--- src/rtl/mem_arb_pkg.sv ---
// Shared types for the data-RAM arbiter.
//   arb_state_t : arbiter FSM states (CPU-owned idle, host write burst, host read burst)
//   owner_t     : who drove the RAM port in a given cycle
//   WORD_BYTES  : byte stride between consecutive burst beats
package mem_arb_pkg;

    typedef enum logic [1:0] {
        IDLE    = 2'd0,
        HOST_WR = 2'd1,
        HOST_RD = 2'd2
    } arb_state_t;

    typedef enum logic {
        OWN_CPU  = 1'b0,
        OWN_HOST = 1'b1
    } owner_t;

    localparam int WORD_BYTES = 4;

endpackage

--- src/rtl/arb_starve_counter.sv ---
// Saturating counter of consecutive cycles in which a waiting host was denied.
// Ports:
//   clk, reset : rising-edge clock, synchronous active-high reset
//   inc        : count one more denied cycle (ignored once saturated)
//   clear      : return to zero (host gave up or was granted)
//   atLimit    : counter has reached LIMIT; the host must be let in
module arb_starve_counter #(
    parameter int LIMIT = 8
) (
    input  logic clk,
    input  logic reset,
    input  logic inc,
    input  logic clear,
    output logic atLimit
);

    localparam int CW = $clog2(LIMIT + 1);

    logic [CW-1:0] count;

    assign atLimit = (count == CW'(LIMIT));

    // Clear wins over increment so a grant in the same cycle restarts the count.
    always_ff @(posedge clk) begin
        if (reset || clear) begin
            count <= '0;
        end else if (inc && !atLimit) begin
            count <= count + 1'b1;
        end
    end

endmodule

--- src/rtl/data_mem_arbiter.sv ---
// Arbitrates the single-port data RAM between the CPU memory stage (default
// priority) and a host burst loader. A granted host burst owns the RAM for its
// whole length while the CPU is stalled; a starvation counter forces the host
// in after STARVE_LIMIT consecutive denied cycles.
// Ports:
//   clk, reset                          : clock, synchronous active-high reset
//   cpu_req/we/addr/wdata, cpu_rdata    : CPU memory-stage access and load data
//   cpu_stall                           : CPU must hold its access (host owns RAM)
//   host_req/we/addr/len, host_gnt      : burst descriptor and latch pulse
//   host_wvalid/wdata, host_wready      : write-beat handshake
//   host_rvalid/rdata                   : read-beat data, one cycle after issue
//   host_done                           : pulse when the last beat completes
//   mem_we/addr/wdata, mem_rdata        : RAM macro port (1-cycle read latency)
module data_mem_arbiter
    import mem_arb_pkg::*;
#(
    parameter int ADDR_W       = 32,
    parameter int DATA_W       = 32,
    parameter int LEN_W        = 5,
    parameter int STARVE_LIMIT = 8
) (
    input  logic              clk,
    input  logic              reset,
    input  logic              cpu_req,
    input  logic              cpu_we,
    input  logic [ADDR_W-1:0] cpu_addr,
    input  logic [DATA_W-1:0] cpu_wdata,
    output logic [DATA_W-1:0] cpu_rdata,
    output logic              cpu_stall,
    input  logic              host_req,
    input  logic              host_we,
    input  logic [ADDR_W-1:0] host_addr,
    input  logic [LEN_W-1:0]  host_len,
    output logic              host_gnt,
    input  logic              host_wvalid,
    input  logic [DATA_W-1:0] host_wdata,
    output logic              host_wready,
    output logic              host_rvalid,
    output logic [DATA_W-1:0] host_rdata,
    output logic              host_done,
    output logic              mem_we,
    output logic [ADDR_W-1:0] mem_addr,
    output logic [DATA_W-1:0] mem_wdata,
    input  logic [DATA_W-1:0] mem_rdata
);

    arb_state_t        state, stateNext;
    owner_t            prevOwner;
    logic [ADDR_W-1:0] curAddr;
    logic [LEN_W-1:0]  remaining;
    logic              rdPending;
    logic              rdLast;
    logic              grant;
    logic              beat;
    logic              lastBeat;
    logic              atLimit;
    logic              starveInc;
    logic              starveClear;

    assign lastBeat    = (remaining == LEN_W'(1));
    assign starveInc   = (state == IDLE) && host_req && cpu_req && !grant;
    assign starveClear = !host_req || grant;

    arb_starve_counter #(
        .LIMIT (STARVE_LIMIT)
    ) uStarve (
        .clk     (clk),
        .reset   (reset),
        .inc     (starveInc),
        .clear   (starveClear),
        .atLimit (atLimit)
    );

    // Next state and RAM-port steering. While reset is asserted every output is
    // held at zero so an aborted burst cannot write, return data or signal done.
    always_comb begin
        stateNext   = state;
        grant       = 1'b0;
        beat        = 1'b0;
        cpu_stall   = 1'b0;
        host_gnt    = 1'b0;
        host_wready = 1'b0;
        host_rvalid = rdPending;
        host_rdata  = rdPending ? mem_rdata : '0;
        host_done   = rdLast;
        cpu_rdata   = (prevOwner == OWN_CPU) ? mem_rdata : '0;
        mem_we      = 1'b0;
        mem_addr    = '0;
        mem_wdata   = '0;

        if (reset) begin
            stateNext   = IDLE;
            host_rvalid = 1'b0;
            host_rdata  = '0;
            host_done   = 1'b0;
            cpu_rdata   = '0;
        end else begin
            case (state)
                IDLE: begin
                    // The CPU is served even in the cycle the host is granted.
                    mem_addr  = cpu_addr;
                    mem_we    = cpu_req & cpu_we;
                    mem_wdata = cpu_wdata;
                    grant     = host_req && (!cpu_req || atLimit);
                    host_gnt  = grant;
                    if (grant) begin
                        stateNext = host_we ? HOST_WR : HOST_RD;
                    end
                end
                HOST_WR: begin
                    cpu_stall   = cpu_req;
                    host_wready = 1'b1;
                    mem_addr    = curAddr;
                    mem_wdata   = host_wdata;
                    mem_we      = host_wvalid;
                    beat        = host_wvalid;
                    if (host_wvalid && lastBeat) begin
                        host_done = 1'b1;
                        stateNext = IDLE;
                    end
                end
                HOST_RD: begin
                    cpu_stall = cpu_req;
                    mem_addr  = curAddr;
                    beat      = 1'b1;
                    if (lastBeat) begin
                        stateNext = IDLE;
                    end
                end
                default: stateNext = IDLE;
            endcase
        end
    end

    // Burst bookkeeping. A zero length is loaded as one beat; the address
    // advances by a word per beat and simply wraps at the top of the space.
    // rdPending/rdLast delay the read issue by the RAM's one-cycle latency.
    always_ff @(posedge clk) begin
        if (reset) begin
            state     <= IDLE;
            prevOwner <= OWN_HOST;
            curAddr   <= '0;
            remaining <= '0;
            rdPending <= 1'b0;
            rdLast    <= 1'b0;
        end else begin
            state     <= stateNext;
            prevOwner <= (state == IDLE) ? OWN_CPU : OWN_HOST;
            rdPending <= (state == HOST_RD);
            rdLast    <= (state == HOST_RD) && lastBeat;
            if (grant) begin
                curAddr   <= host_addr;
                remaining <= (host_len == '0) ? LEN_W'(1) : host_len;
            end else if (beat) begin
                curAddr   <= curAddr + ADDR_W'(WORD_BYTES);
                remaining <= remaining - 1'b1;
            end
        end
    end

endmodule

--- config.mk ---
export PLATFORM = sky130hd
export DESIGN_NAME = data_mem_arbiter
export DESIGN_NICKNAME = d
export VERILOG_FILES = /design/src/rtl/mem_arb_pkg.sv /design/src/rtl/arb_starve_counter.sv /design/src/rtl/data_mem_arbiter.sv
export SDC_FILE = /design/constraint.sdc
export NUM_CORES = 1
export LEC_CHECK = 0
export ABC_AREA = 0
export ABC_CLOCK_PERIOD_IN_PS = 4320
export BUFFER_PORTS_ARGS = -buffer_cell sky130_fd_sc_hd__buf_2
export CORE_AREA = 2 2 119 121
export CTS_CLUSTER_DIAMETER = 80
export DETAILED_ROUTE_END_ITERATION = 16
export DIE_AREA = 0 0 121 123
export PLACE_DENSITY_LB_ADDON = 0.08
export SLEW_MARGIN = 20
export SYNTH_ARGS = -nofsm -noshare
export SYNTH_HDL_FRONTEND = slang
export SYNTH_SLANG_ARGS = --single-unit
--- constraint.sdc ---
create_clock -name clk -period 4.32 [get_ports clk]
set_input_delay 0.432 -clock clk [delete_from_list [all_inputs] [get_ports clk]]
set_output_delay 0.432 -clock clk [all_outputs]
set_load 0.1 [all_outputs]
==> metrics.md <==
| Metric | Value |
|---|---|
| Compound-cell area share of the yosys netlist | `24.26%` |
| Leakage | `2.883 nW` |
| Max_slew headroom | `41.31%` |
| Mux share of post-synthesis cell area | `0.8423%` |
| Largest family of logic cells by synthesized area | `simple AND/OR/NAND/NOR gates` |
| Period utilization | `63.28%` |
| Router iterations before antenna repair | `4` |
| Max Root-Sink Buffers | `2` |
| Post-Syn Area | `3714 um2` |
| Post-Syn Area per Cell | `7.563 um2` |
| Synth async-reset ratio | `0%` |
| Most frequent cells in the layout | `buf_2, and2_1, nor2_1` |
| Most used DFF post-synth | `dfxtp_1` |
| Highest clock rate | `365.8 MHz` |
| Core area | `13610 um2` |
| Fin. max-slew vios | `0` |
| Share of cells above drive strength 1 | `43.45%` |
| Setup repair bufs after CTS | `0` |
| Routability cong. | `0.7774` |
| Port bufs | `305` |
| Pint | `0.001095 W` |
| Detailed Place HPWL | `12230 um` |
| Post-DRT Antenna Nets | `0` |
| DRC Markers | `0` |
| Simple-gate area share of the yosys netlist | `34.30%` |
| Gate Count Post-Synth | `491` |
| Crit path time final | `2734 ps` |
| Total grt overflow | `0` |
| Sink Count | `46` |
| Synth Register Bits | `46` |
| Synth area leader | `dfxtp_1` |
| Total power | `0.002468 W` |
| Full die area | `14880 um2` |
| H-tree depth | `2` |
| Most common cell after layout, fill and taps aside | `buf_2` |
| Clock buffer count from CTS | `5` |
| Sequential share of the synthesized area | `24.80%` |
| Latest clock arrival within the worst-skew pair | `300 ps` |
| Area Overhead vs Synth | `50.40%` |
| Final wirelength | `15390 um` |
| Worst VDD drop | `174.6 uV` |
| Std cell rows | `43` |
| Final setup violation count | `0` |
| Clk root buf | `clkbuf_16` |
| Die Y | `123 um` |
| Ys Warns | `0` |
| Setup ws final | `1586 ps` |
| Final Hold Fails | `0` |
| Place WS | `1551 ps` |
| CTS Hold Buffers Added | `0` |
| Synth top area share | `24.80%` |
| Initial drt markers | `218` |
| Top cells by area, synth | `dfxtp_1, and2_1, a22o_1` |
| Die span in x | `121 um` |
| Post-synthesis adder-cell area fraction | `3.032%` |
| Switch Pwr | `0.001372 W` |
| Clock power share | `21.2%` |
| Largest net degree at the start of global routing | `46` |
| Critical Path AT | `2300 ps` |
| Hold Path Class | `in2reg` |
| Wire length of the first global-routing pass | `22670 um` |
| Vias | `4629` |
| CTS tree | `yes` |
| WS Path Type | `in2out` |
| Status | `complete, no violations` |
| Critical Path RT | `3890 ps` |
| Netlist cell types | `47` |
| Post-Syn Nets | `672` |
| Largest fanout on the critical path | `45` |
| Max-Cap Viols | `0` |
| WL per Instance | `16.15 um` |
| TNS Setup | `0 ps` |
| Clk slew on worst S/H paths | `70 ps` |
| Vias per Instance | `4.857` |
| Unrepaired setup endpoints after global routing | `no` |
| Comb power frac | `58.5%` |
| Clock Skew | `6.279 ps` |
| Sequential power share | `20.3%` |
| Vias in the first global route | `4204` |
| Nets | `951` |
| Worst-Margin Slew | `880.4 ps` |
| Total global-route track usage | `19.37%` |
| Xor/xnor share of the synthesized area | `7.075%` |
| Crit end category | `primary output` |
| Pwr dens | `441.8 nW/um2` |
| CTS resizes | `0` |
| Initial antenna violation count | `5` |
| Initial Util | `27.28%` |
| Post-synth EDFFs | `0` |
| Switch share | `55.61%` |
| IO Pins | `306` |
| Startpoint Class | `primary input` |
==> final timing paths <==
| kind | start | end | slack [ps] | depth (start not counted) |
|---|---|---|---|---|
| min | host_addr[0] | curAddr[0] | 320 | 3 |
| max | reset | host_gnt | 1590 | 6 |
| max reg2reg | state[0] | curAddr[17] | 1610 | 8 |
| min reg2reg | uStarve.count[3] | uStarve.count[3] | 490 | 2 |
==> layer usage <==
layer | vias to the layer above | routed length [um] | global-route usage [%]
met2 | 174 | 7627 | 33.60
met4 | 6 | 347 | 7.195
met3 | 24 | 1352 | 5.351
met5 | - | 41 | 0
li1 | 2307 | - | -
met1 | 2118 | 6018 | 22.80
==> state kept, by name, summed over array words and instances, names as in the netlist <==
name / count
curAddr: 32
uStarve.count: 4
rdPending: 1
rdLast: 1
prevOwner: 1
remaining: 5
state: 2
==> metrics by stage <==
step | area [um2] | utilization, % | instances | hold slack (ps)
2_1_floorplan | 3714 | - | 491 | 450.2
3_3_place_gp | 5381 | 39.53 | 943 | 464.1
3_5_place_dp | 5381 | 39.53 | 943 | 483.5
4_1_cts | 5580 | 41.00 | 951 | 310.4
5_1_grt | 5585 | 41.03 | 953 | 342.7
6_report | 5585 | 41.03 | 953 | 322.5
==> power groups by stage <==
stage / registers [W] / logic (W) / clock network, W
floorplan: 0.000497 / 0.00120 / 0
finish: 0.000500 / 0.00144 / 0.000524
global route: 0.000507 / 0.00152 / 0.000552
detailed placement: 0.000510 / 0.00145 / 0
global placement: 0.000509 / 0.00145 / 0
CTS: 0.000501 / 0.00146 / 0.000534
==> critical path, cell delays in order <==
cell	delay, ps
buf_2	650
nor2b_2	80
buf_4	280
nand2_2	400
inv_2	210
buf_12	220
==> cell families after synthesis <==
group                      Yosys count
muxes                                3
adders and majority gates            9
AOI/OAI and AO/OA                  117
xor gates and xnor gates            30
buffers and inverters               54
DFF                                 46
and+or+nand+nor                    232
==> final cells by class <==
class                      instances  area, um2
tap                              180      225.2
timing repair buffer             312       1594
inverter                          14      52.55
clock inverter                     2      60.06
sequential                        46      920.9
fill                            1477       8026
multi-input combinational        391       2589
clock buffer                       6      138.9
antenna                            2      5.005
==> cell usage after synthesis (all sizes together) (7+ instances only) <==
| cell type | count |
|---|---|
| a21oi | 9 |
| nand3 | 14 |
| a22o | 37 |
| ha | 9 |
| dfxtp | 46 |
| nor2 | 64 |
| a22oi | 32 |
| clkbuf | 30 |
| xor2 | 11 |
| buf | 10 |
| and3 | 10 |
| xnor2 | 19 |
| a211oi | 27 |
| inv | 14 |
| nor3 | 9 |
| nor2b | 7 |
| and2 | 69 |
| nand4 | 10 |
| nand2 | 22 |
No activity file was read; power rests on OpenSTA's default activity.
